`config.mk`:
```
export PLATFORM = sky130hd
export DESIGN_NAME = vid_dma_fetch
export DESIGN_NICKNAME = d
export VERILOG_FILES = /design/src/rtl/vid_dma_fetch.sv
export SDC_FILE = /design/constraint.sdc
export NUM_CORES = 1
export LEC_CHECK = 0
export ABC_AREA = 1
export CAP_MARGIN = 20
export CORE_UTILIZATION = 40
export DETAILED_ROUTE_END_ITERATION = 8
export HOLD_SLACK_MARGIN = 0.05
export PLACE_DENSITY_LB_ADDON = 0.12
export SKIP_LAST_GASP = 1
export SLEW_MARGIN = 10
export SYNTH_ARGS = -nofsm -noshare
export SYNTH_HDL_FRONTEND = slang
export SYNTH_SLANG_ARGS = --single-unit
```
`constraint.sdc`:
```
create_clock -name clk32 -period 6.3 [get_ports clk32]
set_clock_uncertainty 0.1 [all_clocks]
set_input_delay 1.26 -clock clk32 [delete_from_list [all_inputs] [get_ports clk32]]
set_output_delay 1.26 -clock clk32 [all_outputs]
set_load 0.01 [all_outputs]
```
`src/rtl/vid_dma_fetch.sv`:
```
// Video DMA fetch: one single-word read in flight, results buffered
// in a small FIFO for the shifter; frame start flushes everything.
module vid_dma_fetch #(
    parameter int DEPTH = 4
) (
    input  logic                     clk32,
    input  logic                     porb,
    input  logic [21:1]              vid,
    input  logic                     fetch_en,
    input  logic                     frame_start,
    output logic                     vid_inc,
    output logic                     mem_req,
    output logic [21:1]              mem_addr,
    input  logic                     mem_ack,
    input  logic [15:0]              mem_data,
    input  logic                     sh_ld,
    output logic [15:0]              sh_data,
    output logic [$clog2(DEPTH):0]   fifo_cnt,
    output logic                     underrun,
    input  logic                     underrun_clr
);

    localparam int AW = $clog2(DEPTH);
    localparam int CW = AW + 1;
    localparam logic [CW-1:0] FULL = CW'(DEPTH);

    typedef enum logic [1:0] {IDLE, REQ, SETTLE, DROP} state_t;

    state_t          state_q, state_d;
    logic            req_q, req_d;
    logic [21:1]     addr_q, addr_d;
    logic            inc_q, inc_d;
    logic [15:0]     shd_q, shd_d;
    logic [CW-1:0]   cnt_q, cnt_d;
    logic [AW-1:0]   wptr_q, wptr_d;
    logic [AW-1:0]   rptr_q, rptr_d;
    logic            und_q, und_d;
    logic [15:0]     mem_q [DEPTH];
    logic            push;
    logic            pop;
    logic            under_ev;

    always_comb begin
        state_d = state_q;
        req_d   = req_q;
        addr_d  = addr_q;
        inc_d   = 1'b0;
        push    = 1'b0;
        unique case (state_q)
            IDLE: begin
                if (fetch_en && !frame_start && (cnt_q < FULL)) begin
                    state_d = REQ;
                    req_d   = 1'b1;
                    addr_d  = vid;
                end
            end
            REQ: begin
                if (mem_ack) begin
                    req_d = 1'b0;
                    // an ack colliding with a flush is discarded like a drop
                    if (frame_start) begin
                        state_d = IDLE;
                    end else begin
                        push    = 1'b1;
                        inc_d   = 1'b1;
                        state_d = SETTLE;
                    end
                end else if (frame_start) begin
                    state_d = DROP;
                end
            end
            SETTLE: state_d = IDLE;
            DROP: begin
                if (mem_ack) begin
                    req_d   = 1'b0;
                    state_d = IDLE;
                end
            end
            default: state_d = IDLE;
        endcase
    end

    assign pop      = sh_ld && (cnt_q != '0);
    assign under_ev = sh_ld && (cnt_q == '0);

    always_comb begin
        wptr_d = wptr_q + AW'(push);
        rptr_d = rptr_q + AW'(pop);
        cnt_d  = cnt_q + CW'(push) - CW'(pop);
        shd_d  = pop ? mem_q[rptr_q] : shd_q;
        und_d  = under_ev ? 1'b1 : (underrun_clr ? 1'b0 : und_q);
        if (frame_start) begin
            wptr_d = '0;
            rptr_d = '0;
            cnt_d  = '0;
        end
    end

    always_ff @(posedge clk32 or negedge porb) begin
        if (!porb) begin
            state_q <= IDLE;
            req_q   <= 1'b0;
            addr_q  <= '0;
            inc_q   <= 1'b0;
            shd_q   <= '0;
            cnt_q   <= '0;
            wptr_q  <= '0;
            rptr_q  <= '0;
            und_q   <= 1'b0;
        end else begin
            state_q <= state_d;
            req_q   <= req_d;
            addr_q  <= addr_d;
            inc_q   <= inc_d;
            shd_q   <= shd_d;
            cnt_q   <= cnt_d;
            wptr_q  <= wptr_d;
            rptr_q  <= rptr_d;
            und_q   <= und_d;
        end
    end

    always_ff @(posedge clk32) begin
        if (push) begin
            mem_q[wptr_q] <= mem_data;
        end
    end

    assign vid_inc  = inc_q;
    assign mem_req  = req_q;
    assign mem_addr = addr_q;
    assign sh_data  = shd_q;
    assign fifo_cnt = cnt_q;
    assign underrun = und_q;

endmodule
```
* After elaboration in Yosys (flattened, before gate mapping)
Memories as Yosys holds them, arrays and structs flattened. A register that Yosys moved wholly into a read port is not among the register bits. Cells that the tools add are included.
Storage, ports and cells: bits of input ports 44, output and inout bits 43, memory bits (writable) 64, register bits after elaboration 33, memories 1, word-level logic and storage cells 55
Memory list:
- mem_q | words 4, bits a word 16, rd ports 1, clocked after memory_dff 1, write ports 1, line 38 | logic [15:0] mem_q [DEPTH];
Cells by class: muxes and demuxes 19, order comparisons 1, eq/ne operators 7, reductions and logical operators 15, $add $sub $neg 4
Operators with widths (count):
- $mux W2 | 7
- $mux W1 | 9
- $pmux W2 S4 | 1
- $reduce_and A3 Y1 | 2
- $add A2 B1 Y2 | 2
- $eq A2 B2 Y1 const B | 2
- $logic_and A1 B1 Y1 | 4
- $ne A2 B2 Y1 const B | 2
- $reduce_bool A2 Y1 | 2
- $add A3 B1 Y3 | 1
- $logic_not A3 Y1 | 1
- $lt A3 B3 Y1 const B | 1
- $mux W3 | 1
- $ne A3 B3 Y1 const B | 1
- $reduce_bool A3 Y1 | 1
- $sub A3 B1 Y3 | 1
- $eq A2 B1 Y1 const B | 1
- $logic_not A1 Y1 | 2
- $logic_not A2 Y1 | 1
- $ne A2 B1 Y1 const B | 1
- $pmux W1 S2 | 1
- $reduce_and A2 Y1 | 1
- $reduce_or A2 Y1 | 1

* Logic depth before layout (Yosys ltp)
Gate-level depths: netlist of run 1.
depth in word-level cells 6, depth in mapped cells 12

* Worst setup path before layout of run 1
No wires, ideal clock.
kind input to register, from input port frame_start, to memory mem_q[0][0] (enable), setup slack 2983 ps, path buffers 1, arrival 2808 ps, cell stages on the path 4, path through buf_6 -> inv_1 -> nand4_1 -> nor3_1
Between the ends: longest elaborated chain between the ends 5
RTL lines:
- start, declared | line 10 | input logic frame_start,
- $mux W1 | line 61 | if (frame_start) begin
- $mux W1 | line 58 | if (mem_ack) begin
- $mux W1 | line 49 | unique case (state_q)
- $mux W1 | line 124 | if (push) begin
- $mux W1 (not written as such) | line 125 | mem_q[wptr_q] <= mem_data;
- end, declared | line 38
Every way passes these cells.

* Final worst setup path of run 1
from input port frame_start, to register cnt_q[2], in the netlist fifo_cnt[2]
Between the ends: longest elaborated chain between the ends 6
RTL lines:
- $mux W1 (3 in a row)
- net inc_d | line 32 | logic inc_q, inc_d;
- $add A3 B1 Y3 | line 89 | cnt_d = cnt_q + CW'(push) - CW'(pop);
- $sub A3 B1 Y3 | line 89
- $mux W3 | line 92 | if (frame_start) begin
- net cnt_d[2] | line 34 | logic [CW-1:0] cnt_q, cnt_d;
- end signal, assigned | line 116 | cnt_q <= cnt_d;
- end, declared | line 34
The timed path passes the listed nets, and every way through them passes these cells. A chain may end at the register's enable or synchronous reset.

==> results of run 1 <==
[kinds of logic (layout without fill, tap and decap cells)]
family	count (synthesis)	count (layout)	synth area share
xor+xnor	1	1	0.001843
simple gates	221	221	0.1922
compound gates	24	24	0.02528
flops	113	113	0.6625
buf+inv	119	226	0.1061
fa+ha+maj	4	4	0.01211
[state kept, by name, indices dropped and copies added (netlist names)]
register / cells
mem_req: 1
mem_q: 64
fifo_cnt: 3
mem_addr: 21
state_q: 2
wptr_q: 2
vid_inc: 1
rptr_q: 2
sh_data: 16
underrun: 1
[per-layer routing]
layer / routed length, um / share of wire / up-vias / GRT usage
met5: 0 / 0 / - / 0
met4: 80 / 0.0085 / 0 / 0.07397
met3: 472 / 0.050 / 5 / 0.05467
met2: 4445 / 0.47 / 76 / 0.2767
met1: 4468 / 0.47 / 1534 / 0.2244
li1: - / - / 1678 / -
[tightest hold or removal path: cells and delay by family, from the launching register on]
| kind | cells | cell delay [ns] |
|---|---|---|
| flops | 1 | 0.34 |
| simple gates | 2 | 0.11 |
[path summary, 6_finish.rpt]
kind                       slack, ns         from            to  cells past startpoint
max reg2reg                     4.16  fifo_cnt[2]   fifo_cnt[1]                     10
min reg2reg                     0.38   sh_data[8]    sh_data[8]                      2
min in group asynchronous       0.86         porb    sh_data[9]                      2
max                             3.10  frame_start   fifo_cnt[2]                     12
min                             0.38   sh_data[8]    sh_data[8]                      2
max in group asynchronous       4.80         porb  mem_addr[14]                      2
[where the power goes]
group	internal, W	switching [W]
Clock	0.000570	0.000306
Sequential	0.000942	0.0000943
Combinational	0.000392	0.000449
Total	0.00190	0.000850
[metrics by stage]
stage               instances  hold WS (ns)  total power, W
detailed placement        700        0.3643        0.001903
global placement          700        0.3638        0.001881
floorplan                 482        0.3969        0.001516
CTS                       732        0.3819        0.002793
finish                    732        0.3766        0.002754
global route              732        0.4008        0.002940
[area by class of cell]
cell class / count / area, sq um
clock buffers: 18 / 429.2
clock inverters: 14 / 122.6
fillers: 1054 / 5231
inverters: 102 / 385.4
multi-input cells: 250 / 1120
flip-flops and latches: 113 / 3148
well taps: 143 / 178.9
repair buffers: 92 / 900.9
[Yosys cell counts (2+ instances only)]
master / count
o21ai_0: 2
nand2_1: 164
nor2_1: 9
ha_1: 3
o21ai_1: 21
dfrtp_1: 49
nand3_1: 37
buf_6: 5
buf_2: 11
nor3_1: 4
inv_1: 100
edfxtp_1: 64
==> run_results.csv, run 1 <==
group,metric,value,unit
critical_path,cpMostUsedCell,"nand2_1",
synthesis,yosys_warnings,0,
cts,worstSkewPairLatency,0.40,ns
floorplan,core,11520,sq um
synthesis,yosysSeqAreaShare,0.6625,
routing,route.detailed.drc,18,
critical_path,crit_path_cell_trace,"clkdlybuf4s50_1 -> inv_1 -> nand4_1 -> inv_1 -> nand2_1 -> nand2_1 -> ha_1 -> inv_1 -> fa_1 -> nand2_1 -> nand2_1 -> nor2_1",
finish,final_common_cell,"nand2_1",
status,status,"finished with violations",
pwr,ir_worst_vdd,0.0002124,V
critical_path,crit_required,6.53,ns
grt,overflow,0,
synthesis,netlist_instances,482,
routing,first_iter_violations,171,
timing,hold_viol_final,0,
cts,clk_path_buf_depth,2,
placed_design,hpwl,6083,um
finish,nets,624,
critical_path,startpoint_type,"primary input",
routing,num_vias,3293,
timing,rsz0062_at_grt,"false",
critical_path,worst-path-buf-inv,4,
cts,clk_pin_slew,0.05,ns
timing,fmax,312.8,MHz
synthesis,yosys_most_used_dff,"edfxtp_1",
floorplan,die_h,111.0,um
synthesis,synth_top_cell_by_area,"edfxtp_1",
floorplan,start_util,0.4126,
cts,cts_setup_buffers,0,
timing,finalSetupViolCount,0,
grt,antenna_found_initial,0,
timing,tns,0,ns
finish,final_area,6285,sq um
finish,layout_common_cells,"nand2_1 (164), inv_1 (100), clkdlybuf4s50_1 (85)",
synthesis,yosysTopAreaCellShare,0.4044,
pwr,p_per_area,438.2,nW/um^2
critical_path,crit_fanout,9,
placed_design,pre_cts_ws,2.658,ns
cts,ctsHoldBuffers,0,
floorplan,num_rows,39,
pwr,leakage,2.967,nW
synthesis,synth_edf_count,64,
cts,cts.sinks,113,
critical_path,critPathTopFamily,"buffers and inverters",
worst_hold_path,hp-class,"reg -> reg",
job,drv_cap,0,
cts,cts_root_buffer,"clkbuf_16",
routing,wire_per_inst,12.93,um
routing,drt_first_pass_iters,6,
placed_design,place.gp.congestion,0.7361,
cts,ctsHtreeMaxLevel,4,
grt,grt_pass1_vias,3368,
grt,track_usage,0.1757,
cts,cts_tree,"built",
synthesis,ys_types,25,
floorplan,dieWidth,111.0,um
critical_path,critical_path_arrival,3.43,ns
finish,num_antenna_cells,0,
synthesis,synth_nets,530,
finish,utilization,0.5457,
critical_path,end_kind,"flip-flop",
synthesis,ys_ff_latch,113,
synthesis,async_reset_ff_frac,0.4336,
timing,worst_pin_slew,1.003,ns
cts,ctsResizeCount,0,
grt,grt_max_degree,50,
finish,drive_above_1_share,0.07640,
placed_design,placed_area,5733,sq um
critical_path,criticalPathCategory,"in -> reg",
timing,max_slew_margin,0.3307,
placed_design,port_buffers,86,
timing,min_period,3.197,ns
critical_path,cp_slowest_cell,"clkdlybuf4s50_1",
timing,finalWorstSetupSlack,3.103,ns
routing,ant_nets,0,
synthesis,synth.cell_area,4752,sq um
routing,viasPerCell,4.499,
floorplan,pin_count,87,
grt,grt_first_pass_wirelength,16360,um
timing,slew_violations,0,
status,failed_checks,"design-rule violations",
critical_path,max_stage_delay,0.59,ns
synthesis,synthTopCellsByArea,"edfxtp_1 (40%), dfrtp_1 (26%), nand2_1 (13%)",
timing,min_period_over_period,0.5074,
synthesis,syn_avg_cell_area,9.859,sq um
finish,syn2layout_area_growth,32.25,%
cts,cts_buffers,17,
floorplan,dieArea,12320,sq um
routing,detail_route.wirelength,9467,um
Note: power is estimated with default switching activity, not from simulation.
==> run 2, diff against run 1 <==
==> constraint.sdc (replaced) <==
create_clock -name clk32 -period 2.79 [get_ports clk32]
set_clock_uncertainty 0.1 [all_clocks]
set_input_delay 0.558 -clock clk32 [delete_from_list [all_inputs] [get_ports clk32]]
set_output_delay 0.558 -clock clk32 [all_outputs]
set_load 0.01 [all_outputs]
==> run_results.csv, run 2 (synthesis gave the netlist of run 1 again) <==
group,metric,value,unit
status,status,"finished with violations",
status,failed_checks,"design-rule violations",
floorplan,die_h,111.0,um
finish,drive_above_1_share,0.08893,
routing,route.detailed.drc,18,
cts,cts.sinks,113,
pwr,leakage,3.013,nW
finish,num_antenna_cells,0,
grt,grt_pass1_vias,3272,
finish,top_register,"mem_q",
routing,detail_route.wirelength,9888,um
grt,grt_max_degree,44,
cts,ctsHoldBuffers,0,
placed_design,hpwl,6257,um
floorplan,core,11520,sq um
cts,clk_pin_slew,0.05,ns
cts,worstSkewPairLatency,0.40,ns
placed_design,place.gp.congestion,0.7142,
critical_path,cp_slowest_cell,"clkdlybuf4s50_1",
routing,num_vias,3375,
routing,ant_nets,0,
critical_path,startpoint_type,"flip-flop",
critical_path,crit_path_cell_trace,"clkdlybuf4s50_1",
cts,cts_setup_buffers,0,
cts,cts_root_buffer,"clkbuf_16",
cts,cts_buffers,17,
floorplan,num_rows,39,
critical_path,rrSetupSlack,0.79,ns
worst_hold_path,hp-class,"in -> async",
job,drv_cap,0,
pwr,p_per_area,1004,nW/um^2
floorplan,dieArea,12320,sq um
routing,viasPerCell,4.567,
pwr,ir_worst_vdd,0.0003862,V
grt,antenna_found_initial,0,
routing,first_iter_violations,211,
critical_path,rr_worst_depth,10,
cts,cts_tree,"built",
finish,layout_common_cells,"nand2_1 (164), inv_1 (100), clkdlybuf4s50_1 (85)",
timing,max_slew_margin,0.4932,
cts,ctsResizeCount,0,
critical_path,critPathTopFamily,"buffers and inverters",
timing,hold_viol_final,0,
critical_path,crit_required,2.13,ns
timing,worst_pin_slew,0.7594,ns
timing,tns,0,ns
critical_path,r2r_start,"fifo_cnt[2]",
pwr,totalPowerFinal,0.006386,W
routing,wire_per_inst,13.38,um
timing,fmax,481.2,MHz
grt,grt_first_pass_wirelength,16430,um
critical_path,criticalPathCategory,"reg -> out",
critical_path,r2r-end,"fifo_cnt[1]",
critical_path,end_kind,"primary output",
finish,final_common_cell,"nand2_1",
finish,syn2layout_area_growth,33.91,%
cts,ctsHtreeMaxLevel,4,
finish,largest_register_ffs,64,
timing,min_period,2.078,ns
timing,rsz0062_at_grt,"false",
cts,clk_path_buf_depth,2,
critical_path,critical_path_arrival,1.42,ns
finish,fillers,1067,
critical_path,worst-path-buf-inv,1,
floorplan,dieWidth,111.0,um
critical_path,crit_fanout,4,
grt,overflow,0,
grt,track_usage,0.1761,
placed_design,port_buffers,86,
timing,finalSetupViolCount,0,
timing,min_period_over_period,0.7448,
routing,drt_first_pass_iters,6,
floorplan,pin_count,87,
critical_path,max_stage_delay,0.58,ns
timing,slew_violations,0,
floorplan,start_util,0.4126,
finish,nets,631,
run 2: cell types whose count changed in the layout (fill, tap and decap cells not counted):
cell | before | now
bufinv_16 | 2 | 3
clkinv_1 | 4 | 2
clkbuf_1 | 1 | 2
buf_4 | 6 | 13
run 2: worst max-delay path by stage:
| stage | startpoint | end | slack (ns) | cells past startpoint |
|---|---|---|---|---|
| floorplan | frame_start | mem_q[0][0] | 0.17 | 4 |
| global placement | sh_ld | fifo_cnt[2] | 0.38 | 11 |
| detailed placement | frame_start | mem_addr[7] | 0.33 | 5 |
| CTS | fifo_cnt[2] | fifo_cnt[2] | 0.69 | 1 |
| global route | frame_start | mem_addr[14] | 0.55 | 6 |
| finish | fifo_cnt[2] | fifo_cnt[2] | 0.71 | 1 |
run 2: stage by stage:
step	instance area (sq um)	hold WS, ns	util	worst slack, ns	cells
floorplan	4752	0.1624	-	0.1747	482
global placement	5786	0.3642	0.5024	0.3762	707
detailed placement	5786	0.3674	0.5024	0.3252	707
CTS	6364	0.06410	0.5526	0.6906	739
global route	6364	0.08386	0.5526	0.5547	739
finish	6364	0.05522	0.5526	0.7119	739
run 2: layer usage:
| layer | global-route usage | vias to the layer above | share of wire |
|---|---|---|---|
| met4 | 0.07854 | 0 | 0.017 |
| met3 | 0.04757 | 14 | 0.052 |
| li1 | - | 1688 | - |
| met1 | 0.2278 | 1584 | 0.46 |
| met2 | 0.2776 | 89 | 0.47 |
| met5 | 0 | - | 0 |
run 2: area by class of cell:
class / instances / area [sq um] / share of cell area
multi-input combinational: 250 / 1120 / 0.1760
clock buffer: 19 / 432.9 / 0.06803
tap: 143 / 178.9 / 0.02812
inverter: 102 / 385.4 / 0.06056
sequential: 113 / 3148 / 0.4947
clock inverter: 13 / 145.1 / 0.02281
timing repair buffer: 99 / 953.4 / 0.1498
run 2: power by group:
part           total, W  leakage [nW]  internal (W)  switching (W)
Combinational   0.00195          1.54      0.000910        0.00104
Clock           0.00210         0.277       0.00139       0.000715
Sequential      0.00234          1.20       0.00213       0.000210
Total           0.00639          3.01       0.00442        0.00196
==> variant: new RTL, flow settings as in run 2 <==
Change the parameter `DEPTH` from 4 to 8.
--- a/src/rtl/vid_dma_fetch.sv
+++ b/src/rtl/vid_dma_fetch.sv
@@ -2,5 +2,5 @@
 // in a small FIFO for the shifter; frame start flushes everything.
 module vid_dma_fetch #(
-    parameter int DEPTH = 4
+    parameter int DEPTH = 8
 ) (
     input  logic                     clk32,
Interface: changed (resized fifo_cnt); port bits go from 87 to 88. No check against the original RTL was run, so the function may have changed too.
==> variant against run 2 <==
Total power grew 28%. Clock power grew 19%. Worst setup slack lost 0.12 ns. Fmax shrank 5.6%. Design area grew 48%. Sequential power grew 46%. Global-route usage grew 0.49 points. Critical path depth grew 10. Routed wire length grew 67%. Via count grew 53%. Count of clock-buffer cells in the layout is the same. Sequential share of layout area grew 5.3 points. Sequential cell count grew 67. Area after synthesis grew 61%. Critical endpoint is now fifo_cnt[2].
==> variant: results (changes against run 2) <==
- The flow ran to the end, and the final reports show no timing, DRC or antenna violations.
- The number of nets in the final layout is 894 (+42%).
- The later-pin clock latency in the skew report came to 0.43 ns (+0.03 ns).
- The routed length on met3 is 748 um (+46%).
- The portion of total power attributed to sequential cells is 41.8% (+5.2 points).
- The leakage power is 4.18 nW (+39%).
- The power share of the clock group was 30.6% (-2.3 points).
- The final HPWL from detailed placement is 10500 um (+68%).
- The vias after detailed routing is 5150 (+53%).
- The met1 layer wirelength in the final routing was 7660 um (+68%).
- The met2 track demand over resource is 29.5% (+1.8 points).
- The net switching share of the total power is 30.3% (-0.45 points).
- The highest layer used for signal routing is met4.
- The share of synthesized area occupied by flip-flops and latches is 67.2% (+0.98 points).
- Ranked by flip-flop count, first place goes to mem_q.
- The highest ir drop seen on vdd is 388 uV (+0.57%).
- The number of distinct library cells after synthesis is 26 (+4.0%).
- The critical-path maximum fanout is 9 (+5).
- The number of filler cells placed in the layout is 1687 (+58%).
- The internal reg-to-reg setup slack is 0.59 ns (-0.20 ns).
- The final RePlAce weighted congestion is 0.749 (+4.8%).
- The worst hold slack across all endpoints is 0.168 ns (+0.113 ns).
- The maximum number of pins on one net before global-route repair is 66 (+50%).
- The number of buffer cells added on primary ports is 87 (+1.2%).
- The flip-flop count of the largest register, all copies and words added came to 128 (+100%).
- The met1 usage in global routing was 24.4% (+1.6 points).
- The number of enable flip-flop cells after synthesis is 128 (+100%).
- The setup slack after placement was 0.217 ns (-0.108 ns).
- The number of H-tree branching levels is 4 (unchanged).
- The average detailed-routed wire length per instance is 15.2 um (+13%).
- The total nets after synthesis was 796 (+50%).
- The worst slew margin relative to its limit is 51.2% (+1.9 points).
- The critical path arrival came to 2.42 ns (+1.00 ns).
- The combined global-route utilization of all metal layers was 18.1% (+0.49 points).
- By count the netlist is led by 249 x nand2_1, 128 x edfxtp_1, 118 x nand3_1, 109 x inv_1, 52 x dfrtp_1.
- The number of cell instances on the worst register-to-register path is 11 (+1).
- In the post-synthesis netlist, the biggest area contributors are edfxtp_1 50%, dfrtp_1 17%, nand2_1 12%.
- The ratio of cells with drive above 1 in the final layout came to 8.42% (-0.47 points).
- The met2 wire length came to 7990 um (+72%).
- The capture instance of the worst register-to-register path is fifo_cnt[2].
- The proportion of synthesized flip-flops having asynchronous set or reset is 28.9% (-14 points).
- The global-route wire length before repair came to 27000 um (+64%).
- The number of global-route vias before repair is 5007 (+53%).
- The register clock-pin slew on the reported worst setup and hold paths is 0.07 ns (+0.02 ns).
- The global routing usage on met3 is 3.76% (-1.0 points).
- The number of iterations in the first detailed-routing pass was 5 (-1).
-- variant: logic make-up (layout without fill, tap and decap cells) --
group,count (synthesis),in the layout,synth area share [%]
and+or+nand+nor,394,394,21.6
DFF,180,180,67.2
buffers and inverters,151,262,8.89
adders and majority gates,8,8,1.41
AOI/OAI and AO/OA,8,8,0.539
xor gates and xnor gates,2,2,0.229
muxes,1,1,0.147
-- variant: area by class of cell --
class / count / area, um2 / area share [%]
sequential: 180 / 5150 / 54.8
timing repair buffer: 112 / 1070 / 11.3
clock inverter: 13 / 170 / 1.81
clock buffer: 19 / 453 / 4.82
inverter: 118 / 443 / 4.71
multi-input combinational: 413 / 1830 / 19.4
tap: 234 / 293 / 3.12
-- variant: stage by stage --
step / area (um2) / power, W / instances
4_1_cts: 9400 / 0.00827 / 1089
5_1_grt: 9400 / 0.00865 / 1089
3_5_place_dp: 8780 / 0.00575 / 1057
6_report: 9400 / 0.00817 / 1089
3_3_place_gp: 8780 / 0.00570 / 1057
2_1_floorplan: 7650 / 0.00477 / 744
-- variant: worst max-delay path by stage --
| stage | end | slack (ns) | depth (start not counted) |
|---|---|---|---|
| floorplan | mem_q[0][0] | 0.45 | 5 |
| global placement | fifo_cnt[2] | 0.27 | 10 |
| detailed placement | fifo_cnt[2] | 0.22 | 10 |
| CTS | fifo_cnt[2] | 0.58 | 11 |
| global route | fifo_cnt[2] | 0.46 | 11 |
| finish | fifo_cnt[2] | 0.59 | 11 |
-- variant: worst max-delay path: stages (launching register included) --
cell	delay [ns]
dfrtp_1	0.39
inv_1	0.09
ha_1	0.16
nand3_2	0.11
nand2_4	0.16
inv_2	0.05
nand2_1	0.12
nand2_1	0.07
ha_1	0.21
fa_1	0.40
xnor2_1	0.17
nor2_1	0.05
